## config.mk

```make
export PLATFORM = sky130hd
export DESIGN_NAME = mem_port_arbiter
export DESIGN_NICKNAME = d
export VERILOG_FILES = /design/src/rtl/mem_port_arbiter_pkg.sv /design/src/rtl/mem_port_arbiter_starve.sv /design/src/rtl/mem_port_arbiter.sv
export SDC_FILE = /design/constraint.sdc
export NUM_CORES = 1
export LEC_CHECK = 0
export BUFFER_PORTS_ARGS = -buffer_cell sky130_fd_sc_hd__buf_2
export CORE_UTILIZATION = 41
export CTS_CLUSTER_SIZE = 25
export DETAILED_ROUTE_END_ITERATION = 8
export PLACE_DENSITY = 0.87
export SETUP_SLACK_MARGIN = 0.1
export SLEW_MARGIN = 20
export SYNTH_ARGS = -nofsm -noshare
export SYNTH_HDL_FRONTEND = slang
export SYNTH_SLANG_ARGS = --single-unit
```

## constraint.sdc

```tcl
create_clock -name clk -period 1.6 [get_ports clk]
set_input_delay 0.16 -clock clk [delete_from_list [all_inputs] [get_ports clk]]
set_output_delay 0.16 -clock clk [all_outputs]
set_load 0.01 [all_outputs]
```

## src/rtl/mem_port_arbiter_pkg.sv

```systemverilog
// Shared types and constants for the two-port memory arbiter.
// Holds the bus widths, the default starvation limit, the owner-state
// encoding shown on the LCD/debug display, and the counter-width helper.
package mem_port_arbiter_pkg;

  localparam int unsigned ADDR_W         = 32;
  localparam int unsigned DATA_W         = 32;
  localparam int unsigned STARVE_MAX_DEF = 4;

  // Last-grant indicator; 2'b11 is never entered on purpose.
  typedef enum logic [1:0] {
    OWN_IDLE = 2'b00,
    OWN_CPU  = 2'b01,
    OWN_DBG  = 2'b10
  } owner_e;

  // Starvation counter width: large enough for max, never below 3 bits.
  function automatic int unsigned cnt_width(input int unsigned max);
    int unsigned w;
    w = $clog2(max + 1);
    return (w < 3) ? 3 : w;
  endfunction

endpackage

```

## src/rtl/mem_port_arbiter_starve.sv

```systemverilog
// starve_counter: counts consecutive cycles the debug port lost arbitration.
// Ports:
//   clk, rst : clock, synchronous active-high reset
//   inc      : debug requested and CPU won this cycle
//   clr      : debug won or debug is not requesting (takes priority)
//   sat      : count has reached MAX; debug must win this cycle
module starve_counter
  import mem_port_arbiter_pkg::*;
#(
  parameter int unsigned MAX = STARVE_MAX_DEF
) (
  input  logic clk,
  input  logic rst,
  input  logic inc,
  input  logic clr,
  output logic sat
);

  localparam int unsigned CNT_W = cnt_width(MAX);

  logic [CNT_W-1:0] cnt_q;

  // Saturating loss counter; clear wins over increment.
  always_ff @(posedge clk) begin
    if (rst) begin
      cnt_q <= '0;
    end else if (clr) begin
      cnt_q <= '0;
    end else if (inc && (cnt_q != CNT_W'(MAX))) begin
      cnt_q <= cnt_q + CNT_W'(1);
    end
  end

  assign sat = (cnt_q == CNT_W'(MAX));

endmodule

```

## src/rtl/mem_port_arbiter.sv

```systemverilog
// mem_port_arbiter: shares one single-cycle memory port between a CPU
// (read/write) and a display/debug reader (read-only).
// Ports:
//   clk, rst                          : clock, synchronous active-high reset
//   cpu_req/we/addr/wdata             : CPU request, held until cpu_gnt
//   cpu_gnt, cpu_rvalid, cpu_rdata    : CPU grant, read-return pulse, data
//   dbg_req/addr                      : debug read request, held until dbg_gnt
//   dbg_gnt, dbg_rvalid, dbg_rdata    : debug grant, read-return pulse, data
//   mem_we/addr/wdata, mem_rdata      : memory port (read data one cycle late)
//   owner                             : last-grant state for display
// CPU has priority; the debug port is forced through after STARVE_MAX
// consecutive losses. Read data returns two cycles after the grant.
module mem_port_arbiter
  import mem_port_arbiter_pkg::*;
#(
  parameter int unsigned STARVE_MAX = STARVE_MAX_DEF
) (
  input  logic              clk,
  input  logic              rst,
  input  logic              cpu_req,
  input  logic              cpu_we,
  input  logic [ADDR_W-1:0] cpu_addr,
  input  logic [DATA_W-1:0] cpu_wdata,
  output logic              cpu_gnt,
  output logic              cpu_rvalid,
  output logic [DATA_W-1:0] cpu_rdata,
  input  logic              dbg_req,
  input  logic [ADDR_W-1:0] dbg_addr,
  output logic              dbg_gnt,
  output logic              dbg_rvalid,
  output logic [DATA_W-1:0] dbg_rdata,
  output logic              mem_we,
  output logic [ADDR_W-1:0] mem_addr,
  output logic [DATA_W-1:0] mem_wdata,
  input  logic [DATA_W-1:0] mem_rdata,
  output logic [1:0]        owner
);

  logic              starve_sat;
  logic [ADDR_W-1:0] last_addr_q;
  logic              cpu_rd_p1_q, cpu_rv_q;
  logic              dbg_rd_p1_q, dbg_rv_q;
  logic [DATA_W-1:0] cpu_rdata_q, dbg_rdata_q;
  owner_e            state_q, state_d;

  // Combinational arbitration; nothing is granted while in reset.
  assign cpu_gnt = ~rst & cpu_req & ~(dbg_req & starve_sat);
  assign dbg_gnt = ~rst & dbg_req & (~cpu_req | starve_sat);

  starve_counter #(
    .MAX (STARVE_MAX)
  ) u_starve (
    .clk (clk),
    .rst (rst),
    .inc (dbg_req & cpu_gnt),
    .clr (dbg_gnt | ~dbg_req),
    .sat (starve_sat)
  );

  // Memory port mux; address parks on the last granted value when idle.
  always_comb begin
    mem_we    = 1'b0;
    mem_wdata = '0;
    mem_addr  = last_addr_q;
    if (cpu_gnt) begin
      mem_we    = cpu_we;
      mem_wdata = cpu_wdata;
      mem_addr  = cpu_addr;
    end else if (dbg_gnt) begin
      mem_addr  = dbg_addr;
    end
  end

  always_ff @(posedge clk) begin
    if (rst) begin
      last_addr_q <= '0;
    end else if (cpu_gnt || dbg_gnt) begin
      last_addr_q <= mem_addr;
    end
  end

  // Two-stage read-return pipeline per port: grant -> data on bus -> rvalid.
  always_ff @(posedge clk) begin
    if (rst) begin
      cpu_rd_p1_q <= 1'b0;
      cpu_rv_q    <= 1'b0;
      cpu_rdata_q <= '0;
      dbg_rd_p1_q <= 1'b0;
      dbg_rv_q    <= 1'b0;
      dbg_rdata_q <= '0;
    end else begin
      cpu_rd_p1_q <= cpu_gnt & ~cpu_we;
      cpu_rv_q    <= cpu_rd_p1_q;
      dbg_rd_p1_q <= dbg_gnt;
      dbg_rv_q    <= dbg_rd_p1_q;
      if (cpu_rd_p1_q) cpu_rdata_q <= mem_rdata;
      if (dbg_rd_p1_q) dbg_rdata_q <= mem_rdata;
    end
  end

  // Read pulses are masked while reset is held so none escape mid-reset.
  assign cpu_rvalid = cpu_rv_q & ~rst;
  assign dbg_rvalid = dbg_rv_q & ~rst;
  assign cpu_rdata  = cpu_rdata_q;
  assign dbg_rdata  = dbg_rdata_q;

  // Owner FSM: state register.
  always_ff @(posedge clk) begin
    if (rst) begin
      state_q <= OWN_IDLE;
    end else begin
      state_q <= state_d;
    end
  end

  // Owner FSM: next state follows this cycle's grant; unknown codes recover.
  always_comb begin
    state_d = OWN_IDLE;
    case (state_q)
      OWN_IDLE, OWN_CPU, OWN_DBG: begin
        if (cpu_gnt)      state_d = OWN_CPU;
        else if (dbg_gnt) state_d = OWN_DBG;
      end
      default: state_d = OWN_IDLE;
    endcase
  end

  assign owner = state_q;

endmodule
```

Word level (Yosys, flattened, before mapping)
Cells that the tools add are included.
{"block": "word_totals", "out_inout_bits": 135, "elab_cells": 45, "latch_bits": 0, "ff_bits": 105, "romBits": 0, "inputBits": 133, "mem_count": 0, "ramBits": 0}
{"block": "op_classes", "n_lt_le_gt_ge": 0, "bitwise_logic": 17, "n_addsub": 1, "n_eq_ne": 4, "shift": 0, "reduce_logical": 7, "mul": 0, "div": 0, "n_mux": 6}
{"cell": "2-to-1 mux 32 bit", "n": 3}
{"cell": "AND 1 bit", "n": 9}
{"cell": "NOT 1 bit", "n": 6}
{"cell": "OR reduction 3 bit", "n": 2}
{"cell": "OR reduction 2 bit", "n": 2}
{"cell": "adder 3 x 1 -> 3 bit, second input constant", "n": 1}
{"cell": "== test 3 bit, second input constant", "n": 1}
{"cell": "!= test 3 bit, second input constant", "n": 1}
{"cell": "== test 2 x 1 -> 1 bit, second input constant", "n": 1}
{"cell": "== test 2 bit, second input constant", "n": 1}
{"cell": "zero test 2 bit", "n": 1}
{"cell": "2-to-1 mux 1 bit", "n": 2}
{"cell": "2-to-1 mux 2 bit", "n": 1}
{"cell": "bitwise OR 1 bit", "n": 2}
{"cell": "logical AND 1 bit", "n": 1}
{"cell": "logical OR 1 bit", "n": 1}

Logic depth before layout (Yosys ltp)
Gate-level depths: netlist of the first run.
{"block": "depth", "ltp_word": 6, "ltp_mapped": 7, "ltp_nobuf": 5}

Hierarchy
From an unflattened synthesis of the first run, not the netlist that was laid out.
{"block": "unflattened", "hier_cells": 465, "hier_area_um2": 4351.7}
{"mod": "mem_port_arbiter", "area_per_inst_um2": 4164.0, "cells_per_inst": 447, "seq_area_each_um2": 2042.0, "n_inst": 1}
{"mod": "starve_counter", "area_per_inst_um2": 187.7, "cells_per_inst": 18, "seq_area_each_um2": 60.1, "n_inst": 1}

Least setup slack after synthesis of the first run
OpenSTA, ideal clock, no wires.
{"block": "synth_timing", "path_type": "reg2reg", "start": "register u_starve.cnt_q[0]", "end": "register last_addr_q[2]", "path_buffers": 2, "period_less_slack_ps": 1509, "stages_incl_launch_ff": 8, "t_required_ps": 1512, "arrival_ps": 1421, "path_slack_ps": 91, "path_cell_list": "dfxtp_1 > inv_1 > ha_1 > nand3_1 > buf_2 > buf_2 > nand3_1 > a311oi_2"}
{"block": "synth_via", "elab_chain_len": 5, "word_cells_on_any_way": 9, "classes_between": "1 x eq/ne; 2 x mux; 5 x bitwise; 1 x reduce/logical"}
{"item": "from (decl)", "line": "mem_port_arbiter_starve.sv:21", "rtl": "logic [CNT_W-1:0] cnt_q;"}
{"item": "from (signal assigned)", "line": "mem_port_arbiter_starve.sv:30", "rtl": "cnt_q <= cnt_q + CNT_W'(1);"}
{"item": "== test 3 bit *", "line": "mem_port_arbiter_starve.sv:34", "rtl": "assign sat = (cnt_q == CNT_W'(MAX));"}
{"item": "bitwise OR 1 bit / AND 1 bit (equally long branches)", "line": "mem_port_arbiter.sv:48, mem_port_arbiter.sv:47"}
{"item": "AND 1 bit / NOT 1 bit (equally long branches)", "line": "mem_port_arbiter.sv:48, mem_port_arbiter.sv:47"}
{"item": "2-to-1 mux 32 bit / AND 1 bit (equally long branches)", "line": "mem_port_arbiter.sv:69, mem_port_arbiter.sv:47"}
{"item": "2-to-1 mux 32 bit / logical OR 1 bit (equally long branches)", "line": "mem_port_arbiter.sv:65, mem_port_arbiter.sv:77"}
{"item": "to (signal assigned)", "line": "mem_port_arbiter.sv:78", "rtl": "last_addr_q <= mem_addr;"}
{"item": "to (decl)", "line": "mem_port_arbiter.sv:40", "rtl": "logic [ADDR_W-1:0] last_addr_q;"}
Mark *: on every way between the ends. The rest lies on a longest branch, timed or not.
A chain may end at the register's enable or synchronous reset.

Worst setup path after layout of the first run
{"block": "layout_timing", "start": "register u_starve.cnt_q[0]", "end": "output port mem_addr[6]"}
{"block": "layout_via", "elab_chain_len": 5, "word_cells_on_any_way": 8, "classes_between": "1 x eq/ne; 2 x mux; 5 x bitwise"}
{"item": "== test 3 bit *", "line": "mem_port_arbiter_starve.sv:34"}
{"item": "bitwise OR 1 bit / AND 1 bit (equally long branches)", "line": "mem_port_arbiter.sv:48, mem_port_arbiter.sv:47"}
{"item": "AND 1 bit / NOT 1 bit (equally long branches)", "line": "mem_port_arbiter.sv:48, mem_port_arbiter.sv:47"}
{"item": "2-to-1 mux 32 bit / AND 1 bit (equally long branches)", "line": "mem_port_arbiter.sv:69, mem_port_arbiter.sv:47"}
{"item": "2-to-1 mux 32 bit *", "line": "mem_port_arbiter.sv:65", "rtl": "if (cpu_gnt) begin"}
{"item": "to (decl)", "line": "mem_port_arbiter.sv:33", "rtl": "output logic [ADDR_W-1:0] mem_addr,"}
Marked as above.

==> results of run 1 <==
worst max path at each step:
stage,startpoint,to,slack (ns)
floorplan,u_starve.cnt_q[0],mem_addr[10],0.10
global placement,u_starve.cnt_q[0],mem_addr[20],0.06
detailed placement,u_starve.cnt_q[0],mem_addr[23],0.02
CTS,u_starve.cnt_q[1],mem_addr[23],-0.19
global route,u_starve.cnt_q[0],mem_addr[29],-0.33
finish,u_starve.cnt_q[0],mem_addr[6],-0.25
worst reg2reg max path, stage by stage, from the launching register on:
cell      delay, ns
dfxtp_2        0.32
inv_2          0.06
ha_4           0.16
a21bo_4        0.16
buf_12         0.16
nand4b_1       0.16
buf_4          0.18
buf_6          0.11
a311oi_2       0.22
state kept, by name, indices dropped and copies added (netlist names):
name / cells
dbg_rdata: 32
cpu_rdata: 32
dbg_rv_q: 1
cpu_rv_q: 1
owner: 2
u_starve.cnt_q: 3
cpu_rd_p1_q: 1
dbg_rd_p1_q: 1
last_addr_q: 32
metrics by stage:
stage	setup TNS, ns	std cells	cell area, sq um
detailed placement	0	914	6570
global route	-15.25	984	7920
CTS	-9.55	966	7350
finish	-10.42	984	7920
floorplan	0	542	5070
global placement	0	914	6570
cell families after synthesis:
family                   count (synthesis)  share of synthesized area (%)
flip-flops                             105                           42.3
AO/OA/AOI/OAI                           36                           10.0
adder cells (fa/ha/maj)                  2                          0.504
multiplexers                            65                           13.1
buffers and inverters                   59                           5.80
AND/OR/NAND/NOR                        275                           28.2
cell usage in the layout (no fill, tap or decap):
| cell type | netlist | routed |
|---|---|---|
| buf_2 | 23 | 219 |
| dfxtp_1 | 105 | 101 |
| nor2_1 | 99 | 99 |
| mux2i_1 | 65 | 65 |
| buf_6 | 4 | 63 |
| buf_4 | 2 | 42 |
| nand3_1 | 65 | 41 |
| nand2_1 | 35 | 34 |
| nand4b_1 | 32 | 32 |
| a311oi_2 | 30 | 32 |
| and3_4 | 0 | 29 |
| nand3_2 | 0 | 23 |
| clkbuf_16 | 0 | 11 |
| buf_12 | 0 | 11 |
| and3_1 | 33 | 4 |
| nor2b_1 | 4 | 4 |
| dfxtp_2 | 0 | 4 |
| inv_2 | 0 | 3 |
| clkinvlp_4 | 0 | 3 |
| and3b_1 | 2 | 2 |
| buf_16 | 0 | 2 |
| a21bo_4 | 0 | 1 |
| nand3_4 | 0 | 1 |
| and2b_2 | 0 | 1 |
| o21bai_2 | 0 | 1 |
| nand2_4 | 0 | 1 |
| or2_1 | 1 | 1 |
| nor2b_4 | 1 | 1 |
| and4_1 | 1 | 1 |
| nor3b_1 | 1 | 1 |
| a21boi_0 | 1 | 1 |
| a21oi_1 | 1 | 1 |
| ha_4 | 0 | 1 |
| ha_1 | 2 | 1 |
| inv_8 | 0 | 1 |
| inv_6 | 0 | 1 |
| clkinv_4 | 0 | 1 |
| dlygate4sd3_1 | 0 | 1 |
timing repair:
action	in CTS	in global routing
hold buffers	1	0
endpoints found under the hold margin	1	0
pin swaps	26	50
gates cloned	2	2
setup buffers	34	16
setup endpoints to repair	71	91
resized for setup	36	77
layer usage:
metal | global-route usage, % | vias to the layer above | routed length (um)
li1 | - | 2513 | -
met1 | 27.9 | 2522 | 6650
met2 | 42.1 | 304 | 8330
met3 | 5.24 | 46 | 1330
met4 | 7.56 | 0 | 433
met5 | 0 | - | 0
cell type report:
class,count,share of cell area (%)
Inverter,3,0.142
Timing Repair Buffer,340,31.0
Clock buffer,9,2.84
Clock inverter,6,0.648
Sequential cell,105,26.6
Multi-Input combinational cell,378,36.5
Tap cell,143,2.26
power by group through the flow:
stage	clock, mW	sequential (mW)	combinational (mW)
floorplan	0	2.88	0.614
global placement	0	2.86	1.08
detailed placement	0	2.87	1.10
CTS	2.11	2.81	1.20
global route	2.22	2.83	1.42
finish	2.07	2.81	1.33
==> impl_results.md, run 1 <==
* Die Wd at roughly 110 um
* Max IR drop VDD at approximately 0.50 mV
* Clock network power share at between 30% and 40%
* Share of cells above drive strength 1 at ~54%
* R2R Setup Slk at -0.02 ns
* Clock latency on the worst-skew pair at between 0.3 and 0.4 ns
* Final Hold Fails at 0
* Fillcell total at around 860
* Total iterations of the first detailed-routing run at 7
* Routed WL at 16700 um
* Die Ht at approximately 110 um
* Top cells by count, synth: dfxtp_1, nor2_1, mux2i_1, nand3_1, nand2_1
* Avg WL per Cell at 17.0 um
* Hold_ws at around 0.074 ns
* Slowest CP cell: dfxtp_2
* Share of power burned in registers at 45.2%
* Startpoint types: register
* P per Cell Area at around 790 nW/um^2
* Hold depth at 3
* Largest net degree at the start of global routing at ~100
* Remaining antenna violation count at 0
* DRC violations left at 20
* Distinct cell type count after synthesis at 27
* Core Area at ~12000 sq um
* Slew HR at ~71%
* Antenna violations before repair at 0
* Worst Hold Class: in2reg
* Crit path capture type: output pin
* P_sw at ~1.7 mW
* DR vias/cell at 5.47
* Yosys reg bits at about 110
* TritonCTS clock tree: yes
* Final Max Slew Viols at 0
* Row cnt at 39
* Area occupied by multi-input gates at between 2000 and 3000 sq um
* Pint at 4.49 mW
* P_leak at 3.75 nW
* Initial DRC count at approximately 410
* Total Die Area at approximately 13000 sq um
* Worst reg2reg path depth at 8
* Register area share after synthesis at between 40% and 50%
* Crit Reg-Reg Startpoint: u_starve.cnt_q[0]
* Register area at between 2000 and 2500 sq um
* Status: complete, but fails checks
* R2R Path End: last_addr_q[22]
* Layout area overhead at 59.6%
* Initial Util at between 40% and 50%
* Worst EP required at between 1 and 1.5 ns
* Cell area after synthesis at between 4000 and 5000 sq um
* CP Max Fanout at 15
* Vias in the first global route at ~5k
* Critical-path cell list: inv_2, ha_4, a21bo_4, buf_12, nand4b_1, nand3_1, buf_2
* YS warnings at 0
* Layout Skew at ~0.011 ns
* Failing checks: design-rule violations, negative setup slack
* Clk slew on worst S/H paths at ~0.070 ns
* ANT cells at 0
* CTS Buf Count at 9
* DP Worst Slack at around 0.023 ns
* Hold Startpoint: mem_rdata[5]
* Vias at around 5.4k
* Setup Viol. Count Final at 73
* Buf/Inv on CP at 3
* Number of synthesized flops with an enable pin at 0
* Syn Inst Count at roughly 540
* Actual transition at the worst max-transition pin at around 0.43 ns
* Top cell type's share of synthesized area at 42.3%
* Clock Tree Root: clkbuf_16
* GR Util All Layers at between 20% and 30%
* Hold Crit Endpoint: dbg_rdata[5]
* Kind of cell adding the most delay to the critical path: buffers and inverters
* Ranking of synthesized cells by area: dfxtp_1, mux2i_1, a311oi_2
* RSZ-0062 raised after global routing: yes
* Final worst slack at -0.246 ns
* Synth area leader: dfxtp_1
* Pwr Total at between 6 and 7 mW
* Max Clock Freq at around 540 MHz
* Crit path DAT at 1.69 ns
* Switching part of the total at ~28%
* DP HPWL at a little under 10000 um
* Port Buffer Count at 267
* Count leader, synth: dfxtp_1
* CP peak stage delay at ~0.33 ns
* Synth Flop Type: dfxtp_1
* Crit. path cell count at 7
* Syn Area/Cell at 9.16 sq um
* Routability congestion estimate at about 0.8
* I/O pin cnt at approximately 270
* Async set-or-reset flop fraction in the synthesized netlist at 0%
* Syn nets at ~680
* First-pass GRT wire length at between 20000 and 25000 um
* Gr ovfl total at 0
* Part of the cycle the worst path needs at 115%
* H-tree level count at 3
* Max_cap viols at 0
* Critical path type: reg2out
* CTS Buffer Depth at 2
* Final core occ at between 60% and 70%
* Clock Sinks at between 100 and 150
* Comb pwr share at approximately a fifth
* Nets at slightly below 1k
* Minimum clock period at roughly 1.8 ns
No activity file was read; power rests on OpenSTA's default activity.
==> inputs of run 2 (changes only) <==
--- a/config.mk
+++ b/config.mk
@@ -6,6 +6,7 @@
 export NUM_CORES = 1
 export LEC_CHECK = 0
 export BUFFER_PORTS_ARGS = -buffer_cell sky130_fd_sc_hd__buf_2
+export CORE_ASPECT_RATIO = 0.9
 export CORE_UTILIZATION = 41
 export CTS_CLUSTER_SIZE = 25
 export DETAILED_ROUTE_END_ITERATION = 8
==> run 2 against run 1 <==
Hold slack got worse by 0.040 ns. Fmax decreased by 2.3%. Critical endpoint is now mem_addr[20]. Core utilization increased by 1.3 points. Worst setup slack got worse by 0.043 ns. Cell area increased by 1.9%. The run ends with negative setup slack left. Global-route usage increased by 1.0 points. Register-to-register slack got worse by 0.08 ns. Sequential share of layout area decreased by 0.49 points.
==> impl_results.md, run 2 (synthesis results as in run 1) <==
* Final worst slack at -0.288 ns
* Area after DPL at ~6600 sq um
* Crit path capture type: output pin
* Most common cell after layout, fill and taps aside: buf_2
* Startpoint types: register
* Status: complete, but fails checks
* Comb pwr share at 21.5%
* Max IR drop VDD at around 0.65 mV
* Max Clock Freq at 530 MHz
* Layout Skew at roughly 0.011 ns
* P_sw at 1.82 mW
* Vias at about 5.5k
* Part of the cycle the worst path needs at 118%
* Vias in the first global route at just over 5k
* CTS Buffer Depth at 2
* CP Max Fanout at 13
* Initial DRC count at ~400
* Remaining antenna violation count at 0
* Total iterations of the first detailed-routing run at 5
* Port Buffer Count at 267
* Routed WL at 17700 um
* I/O pin cnt at around 270
* GR Util All Layers at between 20% and 30%
* Crit path DAT at 1.73 ns
* Slew HR at 74.4%
* RSZ-0062 raised after global routing: yes
* Share of cells above drive strength 1 at between 50% and 60%
* Core Area at about 12000 sq um
* Clock network power share at between 30% and 40%
* Clock Tree Root: clkbuf_16
* Clock latency on the worst-skew pair at 0.34 ns
* Fillcell total at 800
* Final Max Slew Viols at 0
* Setup Viol. Count Final at 80
* Routability congestion estimate at 0.789
* DRC violations left at 0
* P_leak at between 3 and 4 nW
* Total Die Area at 12600 sq um
* Clock Sinks at approximately 110
* Largest net degree at the start of global routing at between 80 and 90
* DP HPWL at around 10000 um
* Switching part of the total at about 29%
* Initial Util at 42.7%
* Final core occ at approximately 70%
* Share of power burned in registers at 44.6%
* Worst EP required at between 1 and 1.5 ns
* Hold_ws at roughly 0.034 ns
* DR vias/cell at around 5.5
* ANT cells at 0
* Die Ht at ~110 um
* TritonCTS clock tree: yes
* CTS Hold Buffers Added at 0
* Avg WL per Cell at roughly 18 um
* Clk slew on worst S/H paths at approximately 0.080 ns
* Antenna violations before repair at 0
* Layout area overhead at 62.6%
* Worst Hold Class: in2reg
* Final Instance Area at slightly above 8000 sq um
* H-tree level count at 3
* Gr ovfl total at 0
* Actual transition at the worst max-transition pin at 0.384 ns
* Row cnt at 37
* Most frequent cells in the layout: buf_2, dfxtp_1, nor2_1
* CTS Buf Count at 9
* Minimum clock period at around 1.9 ns
* First-pass GRT wire length at about 25000 um
* Final Hold Fails at 0
* Critical path type: reg2out
* Max_cap viols at 0
* DP Worst Slack at approximately 0.015 ns
* P per Cell Area at 784 nW/um^2
* Pint at between 4 and 5 mW
* Failing checks: negative setup slack
* Die Wd at roughly 120 um
* Nets at between 900 and 1k
==> run 2: cell count changes in the layout (fill, tap and decap cells not counted), moves of 3 or more <==
cell / previous run / this run
nand3_1: 41 / 9
buf_6: 63 / 43
nand3_4: 1 / 21
buf_2: 219 / 236
and3_1: 4 / 20
and3_4: 29 / 13
nand3_2: 23 / 35
buf_16: 2 / 5
buf_4: 42 / 45
==> run 2: worst max-delay path, cell delays in order, from the launching register on <==
cell and delay (ns):
dfxtp_2 0.34, inv_2 0.05, ha_4 0.17, a21bo_4 0.24, buf_12 0.16, nand4b_1 0.17
nand3_2 0.13, buf_6 0.14
==> run 2: through the flow <==
stage	instances	setup TNS [ns]	power (mW)
floorplan	542	0	3.50
global placement	927	0	3.94
detailed placement	927	0	3.97
CTS	980	-12.04	6.21
global route	998	-18.97	6.58
finish	998	-13.47	6.33
==> run 2: repair_timing <==
item | CTS | global route
resized for setup | 61 | 65
endpoints found under the setup margin | 90 | 97
gates cloned | 5 | 2
pin swaps | 32 | 42
setup buffers | 32 | 17
==> run 2: final cells by class <==
type | instances | area [sq um] | area share [%]
clock buffers | 10 | 229 | 2.84
clock inverters | 6 | 56.3 | 0.698
inverters | 3 | 11.3 | 0.140
multi-input cells | 378 | 3100 | 38.4
flip-flops and latches | 105 | 2110 | 26.1
well taps | 156 | 195 | 2.42
repair buffers | 340 | 2370 | 29.4
==> run 2: final timing paths <==
path | from | endpoint | slack [ns] | cells past startpoint
setup / recovery | u_starve.cnt_q[1] | mem_addr[20] | -0.29 | 7
hold / removal | cpu_we | cpu_rd_p1_q | 0.03 | 2
setup reg to reg | u_starve.cnt_q[1] | last_addr_q[29] | -0.10 | 8
hold reg to reg | dbg_rdata[5] | dbg_rdata[5] | 0.49 | 2
==> run 2: power groups by stage <==
stage	registers [mW]	logic (mW)	clock network, mW
after CTS	2.81	1.19	2.20
after global routing	2.83	1.43	2.31
final	2.82	1.36	2.15
after floorplan	2.88	0.614	0
after detailed placement	2.87	1.10	0
after global placement	2.87	1.07	0
==> run 2: routing by layer <==
layer	GRT usage, %	part of all wire, %	up-vias
met5	0	0	-
met4	9.89	4.2	0
met3	5.42	8.1	65
met2	44.1	50	332
met1	28.2	38	2550
li1	-	-	2512
==> inputs of run 3 (changes only) <==
--- a/config.mk
+++ b/config.mk
@@ -7,6 +7,7 @@
 export LEC_CHECK = 0
 export BUFFER_PORTS_ARGS = -buffer_cell sky130_fd_sc_hd__buf_2
 export CORE_ASPECT_RATIO = 0.9
+export CORE_MARGIN = 4
 export CORE_UTILIZATION = 41
 export CTS_CLUSTER_SIZE = 25
 export DETAILED_ROUTE_END_ITERATION = 8
==> run 3 against run 2 <==
The run still ends with negative setup slack left. Cell area rose by 1.5%. Die area up 11%. Sequential cell count stayed put. Sequential power is essentially flat. Critical path depth unchanged. Critical endpoint is now mem_addr[28].
==> impl_results.md, run 3 (synthesis results as in run 1) <==
* P_leak at 3.82 nW
* Setup Viol. Count Final at 82
* Area after DPL at between 6000 and 7000 sq um
* Comb pwr share at approximately 22%
* Pint at around 4.5 mW
* I/O pin cnt at between 200 and 300
* Placed cell count at between 900 and 1k
* R2R Setup Slk at -0.29 ns
* Clk slew on worst S/H paths at 0.08 ns
* Clock Tree Root: clkbuf_16
* Clock network power share at roughly 34%
* Vias at between 5k and 6k
* Worst Hold Class: in2reg
* TritonCTS clock tree: yes
* Fillcell total at 759
* Final worst slack at -0.365 ns
* Startpoint types: register
* Routability congestion estimate at about 0.8
* Critical path type: reg2out
* Gr ovfl total at 0
* Antenna violations before repair at 0
* DRC violations left at 0
* H-tree level count at 3
* Final Max Slew Viols at 0
* P per Cell Area at 779 nW/um^2
* Die Wd at between 100 and 150 um
* Hold Crit Endpoint: dbg_rdata[14]
* Share of cells above drive strength 1 at 57.0%
* Vias in the first global route at ~5.4k
* Worst EP required at around 1.4 ns
* Switching part of the total at 28.9%
* Max Clock Freq at 509 MHz
* P_sw at 1.85 mW
* DR vias/cell at around 5.7
* Crit path DAT at ~1.8 ns
* Remaining antenna violation count at 0
* Core Area at roughly 12000 sq um
* Status: complete, but fails checks
* CP Max Fanout at 9
* Most common cell after layout, fill and taps aside: buf_2
* Crit Reg-Reg Startpoint: u_starve.cnt_q[1]
* RSZ-0062 raised after global routing: yes
* Crit path capture type: output pin
* Port Buffer Count at about 270
* Layout Skew at between 0.01 and 0.015 ns
* R2R Path End: last_addr_q[29]
* CTS Buf Count at 9
* Layout area overhead at 65.0%
* Largest net degree at the start of global routing at 95
* Share of power burned in registers at around 44%
* Max IR drop VDD at roughly 0.47 mV
* Total iterations of the first detailed-routing run at 7
* Clock Sinks at about 110
* Pwr Total at between 6 and 7 mW
* GR Util All Layers at roughly 25%
* Final Instance Area at 8190 sq um
* Die Ht at 112 um
* Failing checks: negative setup slack
* Clock latency on the worst-skew pair at 0.35 ns
* Finished Layout Cells at between 900 and 1k
* Actual transition at the worst max-transition pin at 0.480 ns
* Part of the cycle the worst path needs at 123%
* DP HPWL at just over 10000 um
* Avg WL per Cell at 20.6 um
* Hold depth at 3
* DP Worst Slack at between 0.00006 and 0.00007 ns
* ANT cells at 0
* Final Hold Fails at 0
* Routed WL at slightly above 20000 um
* Nets at roughly 970
* Max_cap viols at 0
* Worst reg2reg path depth at 9
* Initial DRC count at ~600
* Row cnt at 37
* Hold Startpoint: mem_rdata[14]
* Total Die Area at about 14000 sq um
* Slew HR at 68.0%
* Most frequent cells in the layout: buf_2, dfxtp_1, nor2_1
* First-pass GRT wire length at between 20000 and 30000 um
* CTS Buffer Depth at 2
* Minimum clock period at 1.96 ns
* Initial Util at 42.7%
-- run 3: final cells by class --
cell class	count	area, sq um	share of cell area, %
flip-flops and latches	105	2110	25.7
clock buffers	10	229	2.79
multi-input cells	378	3050	37.2
inverters	3	11.3	0.137
repair buffers	333	2540	31.0
clock inverters	6	61.3	0.748
well taps	156	195	2.38
-- run 3: metrics by stage --
step | hold WS [ns] | TNS [ns] | utilization (%)
6_report | 0.0647 | -16.08 | 70.5
2_1_floorplan | 0.232 | 0 | -
4_1_cts | 0.0505 | -13.82 | 66.1
3_5_place_dp | 0.357 | 0 | 56.3
3_3_place_gp | 0.357 | 0 | 56.3
5_1_grt | 0.0622 | -20.91 | 70.5
-- run 3: routing by layer --
| layer | up-vias | part of all wire (%) | wire length, um | GRT usage (%) |
|---|---|---|---|---|
| li1 | 2515 | - | - | - |
| met3 | 92 | 11 | 2340 | 7.15 |
| met1 | 2657 | 35 | 7090 | 28.7 |
| met2 | 434 | 50 | 10100 | 42.2 |
| met5 | - | 0 | 0 | 0 |
| met4 | 0 | 4.1 | 831 | 10.1 |
-- run 3: worst max-delay path, cell delays in order (launching register included) --
cell and delay [ns]:
dfxtp_2 0.34, inv_2 0.05, ha_4 0.17, a21bo_4 0.27, buf_12 0.17, nand4b_1 0.15, nand3_1 0.14, buf_2 0.17
-- run 3: what timing repair did --
action / 4_1_cts / 5_1_grt
endpoints found under the hold margin: 1 / 0
pin swaps: 38 / 51
buffers inserted: 34 / 14
gates resized for setup: 77 / 78
setup endpoints to repair: 98 / 98
hold buffers: 1 / 0
gates cloned: 9 / 2
-- run 3: how the worst max path moves through the flow --
stage | startpoint | to | slack, ns | depth (start not counted)
final | u_starve.cnt_q[0] | mem_addr[28] | -0.36 | 7
after global routing | u_starve.cnt_q[1] | mem_addr[28] | -0.41 | 7
after CTS | u_starve.cnt_q[0] | mem_addr[6] | -0.26 | 7
after detailed placement | u_starve.cnt_q[0] | mem_addr[28] | 0.00007 | 7
after global placement | u_starve.cnt_q[0] | mem_addr[29] | 0.05 | 7
after floorplan | u_starve.cnt_q[0] | mem_addr[10] | 0.10 | 7
-- run 3: power by group through the flow --
stage	Clock, mW	Combinational, mW	Sequential [mW]
floorplan	0	0.614	2.88
global placement	0	1.08	2.86
detailed placement	0	1.10	2.87
CTS	2.20	1.25	2.81
global route	2.30	1.51	2.83
finish	2.14	1.42	2.82
